`config.mk`:
```
export PLATFORM = sky130hd
export DESIGN_NAME = mem_access
export DESIGN_NICKNAME = d
export VERILOG_FILES = /design/src/rtl/mem_access.sv
export SDC_FILE = /design/constraint.sdc
export NUM_CORES = 1
export LEC_CHECK = 0
export ABC_AREA = 1
export CAP_MARGIN = 20
export CORE_MARGIN = 2
export CORE_UTILIZATION = 44
export CTS_BUF_LIST = sky130_fd_sc_hd__clkbuf_4
export CTS_CLUSTER_DIAMETER = 120
export DETAILED_ROUTE_END_ITERATION = 8
export PLACE_DENSITY = 0.81
export SYNTH_ARGS = -nofsm -noshare
export SYNTH_HDL_FRONTEND = slang
export SYNTH_SLANG_ARGS = --single-unit
```
`constraint.sdc`:
```
create_clock -name i_clk -period 2.5 [get_ports i_clk]
set_clock_uncertainty 0.2 [all_clocks]
set_input_delay 0.375 -clock i_clk [delete_from_list [all_inputs] [get_ports i_clk]]
set_output_delay 0.375 -clock i_clk [all_outputs]
set_load 0.02 [all_outputs]
```
`src/rtl/mem_access.sv`:
```
// -----------------------------------------------------------------------------
// mem_access -- MEM-stage load/store unit with a single-outstanding data bus.
//
// An access in EX/MEM is issued from IDLE, held on a registered bus request
// through WAIT until bus_ack (or a timeout), and its result is presented for
// one DONE cycle. A flush while the bus is busy marks the transaction killed:
// the pipeline is released immediately, and the bus cycle drains silently.
//
// Optional feature macro: ADDR_ERR_EXC_EN
//   defined   : misaligned half/word accesses raise exc_adel / exc_ades in
//               IDLE and are never issued.
//   undefined : misaligned low address bits are ignored (half/word forced
//               aligned) and the access proceeds normally.
//
// Parameters
//   BUS_TIMEOUT     WAIT cycles without ack before aborting with a bus error.
//
// Ports
//   i_clk, i_rst_n              clock, asynchronous active-low reset
//   i_ex_mem_op[3:0]            0 NONE,1 LB,2 LBU,3 LH,4 LHU,5 LW,6 SB,7 SH,8 SW
//   i_ex_mem_addr, i_ex_mem_wdata   byte address and store data
//   i_ex_wreg_write/addr/data   write-back request from EX/MEM
//   i_flush                     kill the current instruction
//   o_mem_wreg_write/addr/data  write-back request to MEM/WB
//   o_stallreq                  hold earlier stages while access outstanding
//   o_bus_req/we/be/addr/wdata  registered data-bus request
//   i_bus_ack, i_bus_rdata      data-bus completion
//   o_exc_adel/ades/dbe         address-error (load/store) and bus-error flags
//   o_bad_vaddr                 faulting address
// -----------------------------------------------------------------------------
module mem_access #(
  parameter int BUS_TIMEOUT = 255
) (
  input  logic        i_clk,
  input  logic        i_rst_n,
  input  logic [3:0]  i_ex_mem_op,
  input  logic [31:0] i_ex_mem_addr,
  input  logic [31:0] i_ex_mem_wdata,
  input  logic        i_ex_wreg_write,
  input  logic [4:0]  i_ex_wreg_addr,
  input  logic [31:0] i_ex_wreg_data,
  input  logic        i_flush,
  output logic        o_mem_wreg_write,
  output logic [4:0]  o_mem_wreg_addr,
  output logic [31:0] o_mem_wreg_data,
  output logic        o_stallreq,
  output logic        o_bus_req,
  output logic        o_bus_we,
  output logic [3:0]  o_bus_be,
  output logic [31:0] o_bus_addr,
  output logic [31:0] o_bus_wdata,
  input  logic        i_bus_ack,
  input  logic [31:0] i_bus_rdata,
  output logic        o_exc_adel,
  output logic        o_exc_ades,
  output logic        o_exc_dbe,
  output logic [31:0] o_bad_vaddr
);

  localparam int CW_RAW = $clog2(BUS_TIMEOUT + 1);
  localparam int CW     = (CW_RAW > 8) ? CW_RAW : 8;

  typedef enum logic [1:0] {
    S_IDLE = 2'd0,
    S_WAIT = 2'd1,
    S_DONE = 2'd2
  } state_t;

  state_t          r_state;
  state_t          w_state_next;
  logic            r_killed;
  logic [CW-1:0]   r_cnt;
  logic            r_berr;
  logic [31:0]     r_rdata;
  logic            r_bus_req;
  logic            r_bus_we;
  logic [3:0]      r_bus_be;
  logic [31:0]     r_bus_addr;
  logic [31:0]     r_bus_wdata;

  // ---------------------------------------------------------------------------
  // Access decode
  // ---------------------------------------------------------------------------
  logic w_is_load, w_is_store, w_valid;
  logic w_is_byte, w_is_half, w_is_word;
  logic w_addr_err;

  assign w_is_load  = (i_ex_mem_op >= 4'd1) && (i_ex_mem_op <= 4'd5);
  assign w_is_store = (i_ex_mem_op >= 4'd6) && (i_ex_mem_op <= 4'd8);
  assign w_valid    = w_is_load || w_is_store;
  assign w_is_byte  = (i_ex_mem_op == 4'd1) || (i_ex_mem_op == 4'd2) || (i_ex_mem_op == 4'd6);
  assign w_is_half  = (i_ex_mem_op == 4'd3) || (i_ex_mem_op == 4'd4) || (i_ex_mem_op == 4'd7);
  assign w_is_word  = (i_ex_mem_op == 4'd5) || (i_ex_mem_op == 4'd8);

`ifdef ADDR_ERR_EXC_EN
  assign w_addr_err = (w_is_half && i_ex_mem_addr[0]) ||
                      (w_is_word && (i_ex_mem_addr[1:0] != 2'b00));
`else
  assign w_addr_err = 1'b0;
`endif

  // Byte offset of the selected lane; half/word are forced aligned so the
  // low address bits never matter when address errors are not trapped.
  logic [1:0] w_off;
  always_comb begin
    w_off = 2'b00;
    if (w_is_byte)      w_off = i_ex_mem_addr[1:0];
    else if (w_is_half) w_off = {i_ex_mem_addr[1], 1'b0};
  end

  logic [3:0]  w_be;
  logic [31:0] w_wdata;
  always_comb begin
    w_be    = 4'b0000;
    w_wdata = 32'h0;
    if (w_is_byte) begin
      w_be    = 4'b0001 << i_ex_mem_addr[1:0];
      w_wdata = {4{i_ex_mem_wdata[7:0]}};
    end else if (w_is_half) begin
      w_be    = i_ex_mem_addr[1] ? 4'b1100 : 4'b0011;
      w_wdata = {2{i_ex_mem_wdata[15:0]}};
    end else if (w_is_word) begin
      w_be    = 4'b1111;
      w_wdata = i_ex_mem_wdata;
    end
  end

  // Load lane extraction from the captured read word. EX/MEM is stalled for
  // the whole access, so the address and op are still valid in DONE.
  logic [31:0] w_shift;
  logic [31:0] w_load_data;
  assign w_shift = r_rdata >> {w_off, 3'b000};

  always_comb begin
    w_load_data = r_rdata;
    case (i_ex_mem_op)
      4'd1:    w_load_data = {{24{w_shift[7]}}, w_shift[7:0]};
      4'd2:    w_load_data = {24'h0, w_shift[7:0]};
      4'd3:    w_load_data = {{16{w_shift[15]}}, w_shift[15:0]};
      4'd4:    w_load_data = {16'h0, w_shift[15:0]};
      default: w_load_data = r_rdata;
    endcase
  end

  // ---------------------------------------------------------------------------
  // FSM
  // ---------------------------------------------------------------------------
  logic w_timeout;
  logic w_issue;
  logic w_end;
  logic w_berr_set;
  logic w_kill_now;

  assign w_timeout  = (r_cnt == CW'(BUS_TIMEOUT - 1));
  assign w_kill_now = r_killed || i_flush;

  always_ff @(posedge i_clk or negedge i_rst_n) begin
    if (!i_rst_n) r_state <= S_IDLE;
    else          r_state <= w_state_next;
  end

  always_comb begin
    w_state_next = r_state;
    w_issue      = 1'b0;
    w_end        = 1'b0;
    w_berr_set   = 1'b0;
    case (r_state)
      S_IDLE: begin
        if (w_valid && !i_flush && !w_addr_err) begin
          w_issue      = 1'b1;
          w_state_next = S_WAIT;
        end
      end
      S_WAIT: begin
        // Ack has priority over a timeout landing in the same cycle.
        if (i_bus_ack) begin
          w_end        = 1'b1;
          w_state_next = w_kill_now ? S_IDLE : S_DONE;
        end else if (w_timeout) begin
          w_end        = 1'b1;
          w_berr_set   = !w_kill_now;
          w_state_next = w_kill_now ? S_IDLE : S_DONE;
        end
      end
      S_DONE:  w_state_next = S_IDLE;
      default: w_state_next = S_IDLE;
    endcase
  end

  // ---------------------------------------------------------------------------
  // Bus request, counter and capture registers
  // ---------------------------------------------------------------------------
  always_ff @(posedge i_clk or negedge i_rst_n) begin
    if (!i_rst_n) begin
      r_killed    <= 1'b0;
      r_cnt       <= '0;
      r_berr      <= 1'b0;
      r_rdata     <= 32'h0;
      r_bus_req   <= 1'b0;
      r_bus_we    <= 1'b0;
      r_bus_be    <= 4'b0000;
      r_bus_addr  <= 32'h0;
      r_bus_wdata <= 32'h0;
    end else if (w_issue) begin
      r_bus_req   <= 1'b1;
      r_bus_we    <= w_is_store;
      r_bus_be    <= w_be;
      r_bus_addr  <= {i_ex_mem_addr[31:2], 2'b00};
      r_bus_wdata <= w_wdata;
      r_cnt       <= '0;
      r_berr      <= 1'b0;
      r_killed    <= 1'b0;
    end else if (r_state == S_WAIT) begin
      if (w_end) begin
        // Bus outputs return to zero so an idle bus never shows stale values.
        r_bus_req   <= 1'b0;
        r_bus_we    <= 1'b0;
        r_bus_be    <= 4'b0000;
        r_bus_addr  <= 32'h0;
        r_bus_wdata <= 32'h0;
        r_cnt       <= '0;
        r_killed    <= 1'b0;
        r_berr      <= w_berr_set;
        if (i_bus_ack) r_rdata <= i_bus_rdata;
      end else begin
        r_cnt <= r_cnt + CW'(1);
        if (i_flush) r_killed <= 1'b1;
      end
    end
  end

  assign o_bus_req   = r_bus_req;
  assign o_bus_we    = r_bus_we;
  assign o_bus_be    = r_bus_be;
  assign o_bus_addr  = r_bus_addr;
  assign o_bus_wdata = r_bus_wdata;

  // ---------------------------------------------------------------------------
  // Write-back, stall and exception outputs
  // ---------------------------------------------------------------------------
  // Reset also forces these combinational outputs low so the whole port set
  // reads zero while reset is held, independent of the EX/MEM inputs.
  always_comb begin
    o_mem_wreg_write = 1'b0;
    o_mem_wreg_addr  = 5'd0;
    o_mem_wreg_data  = 32'h0;
    o_stallreq       = 1'b0;
    o_exc_adel       = 1'b0;
    o_exc_ades       = 1'b0;
    o_exc_dbe        = 1'b0;
    o_bad_vaddr      = 32'h0;
    if (i_rst_n && !i_flush) begin
      if (!w_valid) begin
        o_mem_wreg_write = i_ex_wreg_write;
        o_mem_wreg_addr  = i_ex_wreg_addr;
        o_mem_wreg_data  = i_ex_wreg_data;
      end else begin
        case (r_state)
          S_IDLE: begin
            if (w_addr_err) begin
              o_exc_adel  = w_is_load;
              o_exc_ades  = w_is_store;
              o_bad_vaddr = i_ex_mem_addr;
            end else begin
              o_stallreq = 1'b1;
            end
          end
          S_WAIT: o_stallreq = 1'b1;
          S_DONE: begin
            if (r_berr) begin
              o_exc_dbe   = 1'b1;
              o_bad_vaddr = i_ex_mem_addr;
            end else if (w_is_load) begin
              o_mem_wreg_write = i_ex_wreg_write;
              o_mem_wreg_addr  = i_ex_wreg_addr;
              o_mem_wreg_data  = w_load_data;
            end else begin
              o_mem_wreg_write = i_ex_wreg_write;
              o_mem_wreg_addr  = i_ex_wreg_addr;
              o_mem_wreg_data  = i_ex_wreg_data;
            end
          end
          default: o_stallreq = 1'b0;
        endcase
      end
    end
  end

endmodule

```
Word-level counts from Yosys, hierarchy flattened
Cells that the tools add are included.
{ "totals": {"reg_bits": 114, "input_bits": 142, "out_inout_bits": 144, "word_cells": 120} }
{ "classes": {"add_sub_neg": 1, "magnitude_cmp": 4, "eq_ne": 13, "n_shift": 2, "muxes": 67, "n_bitwise": 1, "reduce_logical": 22} }
{ "ops": {"columns": ["op", "n"], "rows": [
  ["$mux 32", 16],
  ["$pmux 32 s4", 1],
  ["$shr 32x5->16", 1],
  ["$mux 1", 29],
  ["$mux 4", 7],
  ["$mux 8", 3],
  ["$mux 5", 4],
  ["$eq 4x3->1 const B", 4],
  ["$mux 2", 6],
  ["$add 8x1->8 const B", 1],
  ["$eq 4x2->1 const B", 2],
  ["$eq 8x8->1 const B", 1],
  ["$logic_or 1x1->1", 7],
  ["$reduce_and 2->1", 3],
  ["$eq 4x1->1 const B", 1],
  ["$eq 4x4->1 const B", 1],
  ["$ge 4x1->1 const B", 1],
  ["$ge 4x3->1 const B", 1],
  ["$le 4x3->1 const B", 1],
  ["$le 4x4->1 const B", 1],
  ["$logic_and 1x1->1", 4],
  ["$pmux 2 s2", 1],
  ["$reduce_and 4->1", 1],
  ["$reduce_bool 2->1", 2],
  ["other kinds (10)", 11]
]} }

Depth between registers and ports, before layout
{ "depth": {"word_depth": 12, "ltp_mapped": 14, "mapped_depth_nobuf": 14} }

Worst setup path before layout
OpenSTA, ideal clock, no wires.
{ "synth_path": {"path_type": "input-to-output", "startpoint": "input port i_ex_mem_op[0]", "endpoint": "output port o_bad_vaddr[10]", "t_arrival_ns": 2.143, "required_time_ns": 1.925, "path_slack_ns": -0.218, "cell_stages": 8, "path_buffers": 1, "cell_sequence": "inv_1 > nand2_2 > nor3_2 > nor3b_2 > nor3_1 > inv_1 > clkbuf_1 > nor2_1"} }
{ "synth_between": {"elab_chain_len": 5, "word_cells_on_any_way": 9, "cone_classes": "order compare: 4; mux: 2; reduce/logical: 3"} }
{ "synth_lines": {"columns": ["element", "line_no", "source"], "rows": [
  ["start, declared", "36", "input logic [3:0] i_ex_mem_op,"],
  ["$ge 4x1->1 (tied with other cells)", "88", "assign w_is_load = (i_ex_mem_op >= 4'd1) && (i_ex_mem_op <= 4'd5);"],
  ["$logic_and 1x1->1 (on tied branches)", "88, 89", null],
  ["$logic_or 1x1->1 (*)", "90", "assign w_valid = w_is_load || w_is_store;"],
  ["$mux 32 (*)", "253", "if (!w_valid) begin"],
  ["$mux 32 (*)", "252", "if (i_rst_n && !i_flush) begin"],
  ["end, declared", "57", "output logic [31:0] o_bad_vaddr"]
]} }
Mark *: on every way between the ends. The rest lies on a longest branch, timed or not.

Final worst setup path
{ "layout_path": {"startpoint": "input port i_ex_mem_op[3]", "endpoint": "output port o_mem_wreg_data[14]"} }
{ "layout_between": {"elab_chain_len": 12, "word_cells_on_any_way": 26, "cone_classes": "order compare: 4; eq/ne: 6; shift: 1; mux: 8; reduce/logical: 7"} }
{ "layout_lines": {"columns": ["element", "line_no", "source"], "rows": [
  ["$eq 4x2->1 / $eq 4x3->1 (equally long branches)", "92, 136", null],
  ["$logic_or 1x1->1 (2 in a row)", "92", "assign w_is_half = (i_ex_mem_op == 4'd3) || (i_ex_mem_op == 4'd4) || (i_ex_mem_op == 4'd7);"],
  ["$mux 2", "108", "else if (w_is_half) w_off = {i_ex_mem_addr[1], 1'b0};"],
  ["$mux 2", "107", "if (w_is_byte) w_off = i_ex_mem_addr[1:0];"],
  ["$shr 32x5->16", "132", "assign w_shift = r_rdata >> {w_off, 3'b000};"],
  ["$pmux 32 s4", "136", "case (i_ex_mem_op)"],
  ["$mux 32", "273", "end else if (w_is_load) begin"],
  ["$mux 32", "270", "if (r_berr) begin"],
  ["$mux 32", "258", "case (r_state)"],
  ["$mux 32 (*)", "253", null],
  ["$mux 32 (*)", "252", null],
  ["end, declared", "45", "output logic [31:0] o_mem_wreg_data,"]
]} }
Marked as above.

==> impl_metrics.ini <==
[critical_path]
crit_family = simple AND/OR/NAND/NOR gates
critPathRequiredTime_ps = 1920
cp_data_arrival_time_ps = 2070
start_kind = primary input
crit_path_end_kind = output pin
crit_top_cell = nand2_2
rr_worst_depth = 8
crit_path_max_incr_delay_ps = 190
rrSetupSlack_ps = 230
worst-path-stages = 14
path_class = primary input to output pin
crit_path_top_delay_cell = nor2_4
path_cells = buf_8 > nor2_4 > nand2_4 > nand2_4 > nand3_4 > nand2_2 > nand2_2 > nand2_2 > nand3_4 > buf_6 > nand3_1 > nand2_1 > a21oi_1 > buf_4
path_buf_inv = 3
critical_path.max_fanout = 6

[logic_synthesis]
async_flop_share_pct = 100
synth-adder-area-share_pct = 0.393
yosysUniqueCellTypes = 40
synth-compound-area-share_pct = 17.9
synth_xor_area_share_pct = 0.275
syn_area_per_cell_sq_um = 7.37
syn_area_sq_mm = 0.00636
syn-instance-count = 863
synth_seq_cells = 112
synth_edf_count = 0
synthFlopType = dfrtp_1
seq_area_frac_synth_pct = 44.1
ys_warn_count = 0
synth-simple-area-share_pct = 25.7
synth_top_family_by_area = simple AND/OR/NAND/NOR gates
synthMuxAreaShare_pct = 1.77

[drt]
vias = 7529
initialDrtViolationCount = 726
met3WireLength_microns = 2070
wl_met1_microns = 9500
maxUsedRoutingLayer = met4
drc = 0
ant_nets = 0
drtPass1Iterations = 6
wl_per_cell_microns = 18.2
dr_wl_met2_microns = 12700
wirelength_microns = 25400
via_per_inst = 5.39

[placed_design]
globalplace.congestion = 0.904
port_buffers = 281
dp_hpwl_microns = 16500
place_worst_setup_slack_ps = -990

[final_layout]
fin_nets = 1354
areaGrowthSynthToFinish_pct = 71.7
drive_above_1_share_pct = 29.1

[power]
p_per_area_mw_per_mm2 = 598
vdd_drop_max_mv = 0.453
p_leak_uw = 0.00525
power.total_uw = 6530

[run_status]
status = finished, violations left
violations = negative setup slack

[floorplanning]
ios = 286
die_y_microns = 124
rows = 43
core-area_sq_mm = 0.0140
start_util_pct = 45.5
die_area_sq_mm = 0.0154
chipWidth_microns = 124

[global_routing]
antenna_found_initial = 1
grt_pass1_vias = 7094
grt_start_max_net_pins = 65
grt-ovfl-total = 0
grt_usage_pct = 28.5
grt_pass1_wl_microns = 35600

[min_path]
hold_path_class = primary input to register
hold_depth = 3

[timing]
fin_crit_ps = 2650
slew_violations = 0
timing.final.crit_share_pct = 106
timing.final.ws_setup_ps = -149
finalSetupViolCount = 31
finalHoldViolations = 0
tightest_slew_ps = 819
rsz0062_at_grt = yes
fmax_mhz = 377
max_slew_margin_pct = 45.4

[clocking]
max-clock-path-buffers = 2
cts_max_level = 3
cts.sink_count = 112
clk_latency_ps = 480
clk_pin_slew_ps = 160
cts_tree = done
cts_buffers = 9
root_buffer = clkbuf_4

[job]
max-cap-violations = 0
synth_stat cells (all sizes together) (5+ instances only):
cell type | n | area (sq um)
a21oi | 72 | 364
a22o | 15 | 131
buf | 17 | 109
clkbuf | 31 | 116
dfrtp | 112 | 2800
inv | 107 | 402
mux2 | 10 | 113
nand2 | 206 | 826
nand3 | 42 | 245
nand4 | 5 | 31.3
nor2 | 99 | 399
nor3 | 7 | 40.0
o21ai | 108 | 541
o31ai | 8 | 60.1
or2 | 10 | 62.6
routing by layer:
| metal | GRT usage, % | vias up |
|---|---|---|
| li1 | - | 3477 |
| met1 | 36.7 | 3517 |
| met2 | 46.2 | 443 |
| met3 | 6.19 | 92 |
| met4 | 12.9 | 0 |
| met5 | 0 | - |
metrics by stage:
| step | hold WS (ps) | util, % | setup TNS (ps) | cell area (sq um) | cells |
|---|---|---|---|---|---|
| 6_report | 254 | 78.1 | -2500 | 10900 | 1396 |
| 5_1_grt | 241 | 78.1 | -7350 | 10900 | 1396 |
| 4_1_cts | 217 | 71.5 | -1880 | 10000 | 1378 |
| 3_5_place_dp | 272 | 69.9 | -104450 | 9780 | 1346 |
| 3_3_place_gp | 265 | 69.9 | -96990 | 9780 | 1346 |
| 2_1_floorplan | -121 | - | 0 | 6380 | 866 |
cells in the final DEF (no fill, tap or decap), types with 12 or more instances in the layout:
master and count:
a22o_1 15, nand3_1 29, nand2_1 167, o21ai_2 12, nor2_1 55, a21oi_1 57
o21ai_0 79, nand2_2 24, a21oi_2 15, o21ai_1 16, clkdlybuf4s50_1 202, dfrtp_1 112
nand2_4 15, buf_4 101, nor2_4 40, buf_6 49, inv_1 90
state kept, by name, indices dropped and copies added, names as in the netlist:
signal       cells
r_cnt            8
o_bus_be         4
o_bus_we         1
r_berr           1
r_state          2
o_bus_addr      30
r_killed         1
o_bus_wdata     32
r_rdata         32
o_bus_req        1
repair_timing:
| action | 4_1_cts | 5_1_grt |
|---|---|---|
| hold buffers | 1 | 0 |
| gates cloned | 3 | 7 |
| endpoints found under the hold margin | 48 | 0 |
| setup endpoints to repair | 139 | 71 |
| resized for setup | 407 | 222 |
| pin swaps | 21 | 27 |
| buffers inserted | 12 | 12 |
layout make-up:
class	instances	area, sq um
repair buffers	379	3760
multi-input cells	601	3600
fillers	944	3060
flip-flops and latches	112	2800
inverters	107	422
well taps	180	225
clock buffers	11	82.6
clock inverters	5	31.3
diodes	1	2.50
path summary, 6_finish.rpt:
check,from,to
max,i_ex_mem_op[3],o_mem_wreg_data[14]
min,i_bus_rdata[1],r_rdata[1]
max reg2reg,r_state[0],r_rdata[8]
min reg2reg,o_bus_req,o_bus_req
max in group asynchronous,i_rst_n,o_bus_wdata[22]
min in group asynchronous,i_rst_n,r_rdata[3]
worst min-delay path, stage by stage:
cell             delay (ps)
clkdlybuf4s50_1         400
nor2_1                  100
a21oi_1                  40
report_power, final:
group | switching (uW) | internal, uW
clock network | 612 | 225
logic | 1650 | 1390
registers | 360 | 2300
total | 2620 | 3910
cell families after synthesis:
group / count (synthesis)
xor gates and xnor gates: 2
buffers and inverters: 155
AOI/OAI and AO/OA: 208
and+or+nand+nor: 373
adders and majority gates: 2
muxes: 10
DFF: 112
other: 1
No activity file was read; power rests on OpenSTA's default activity.
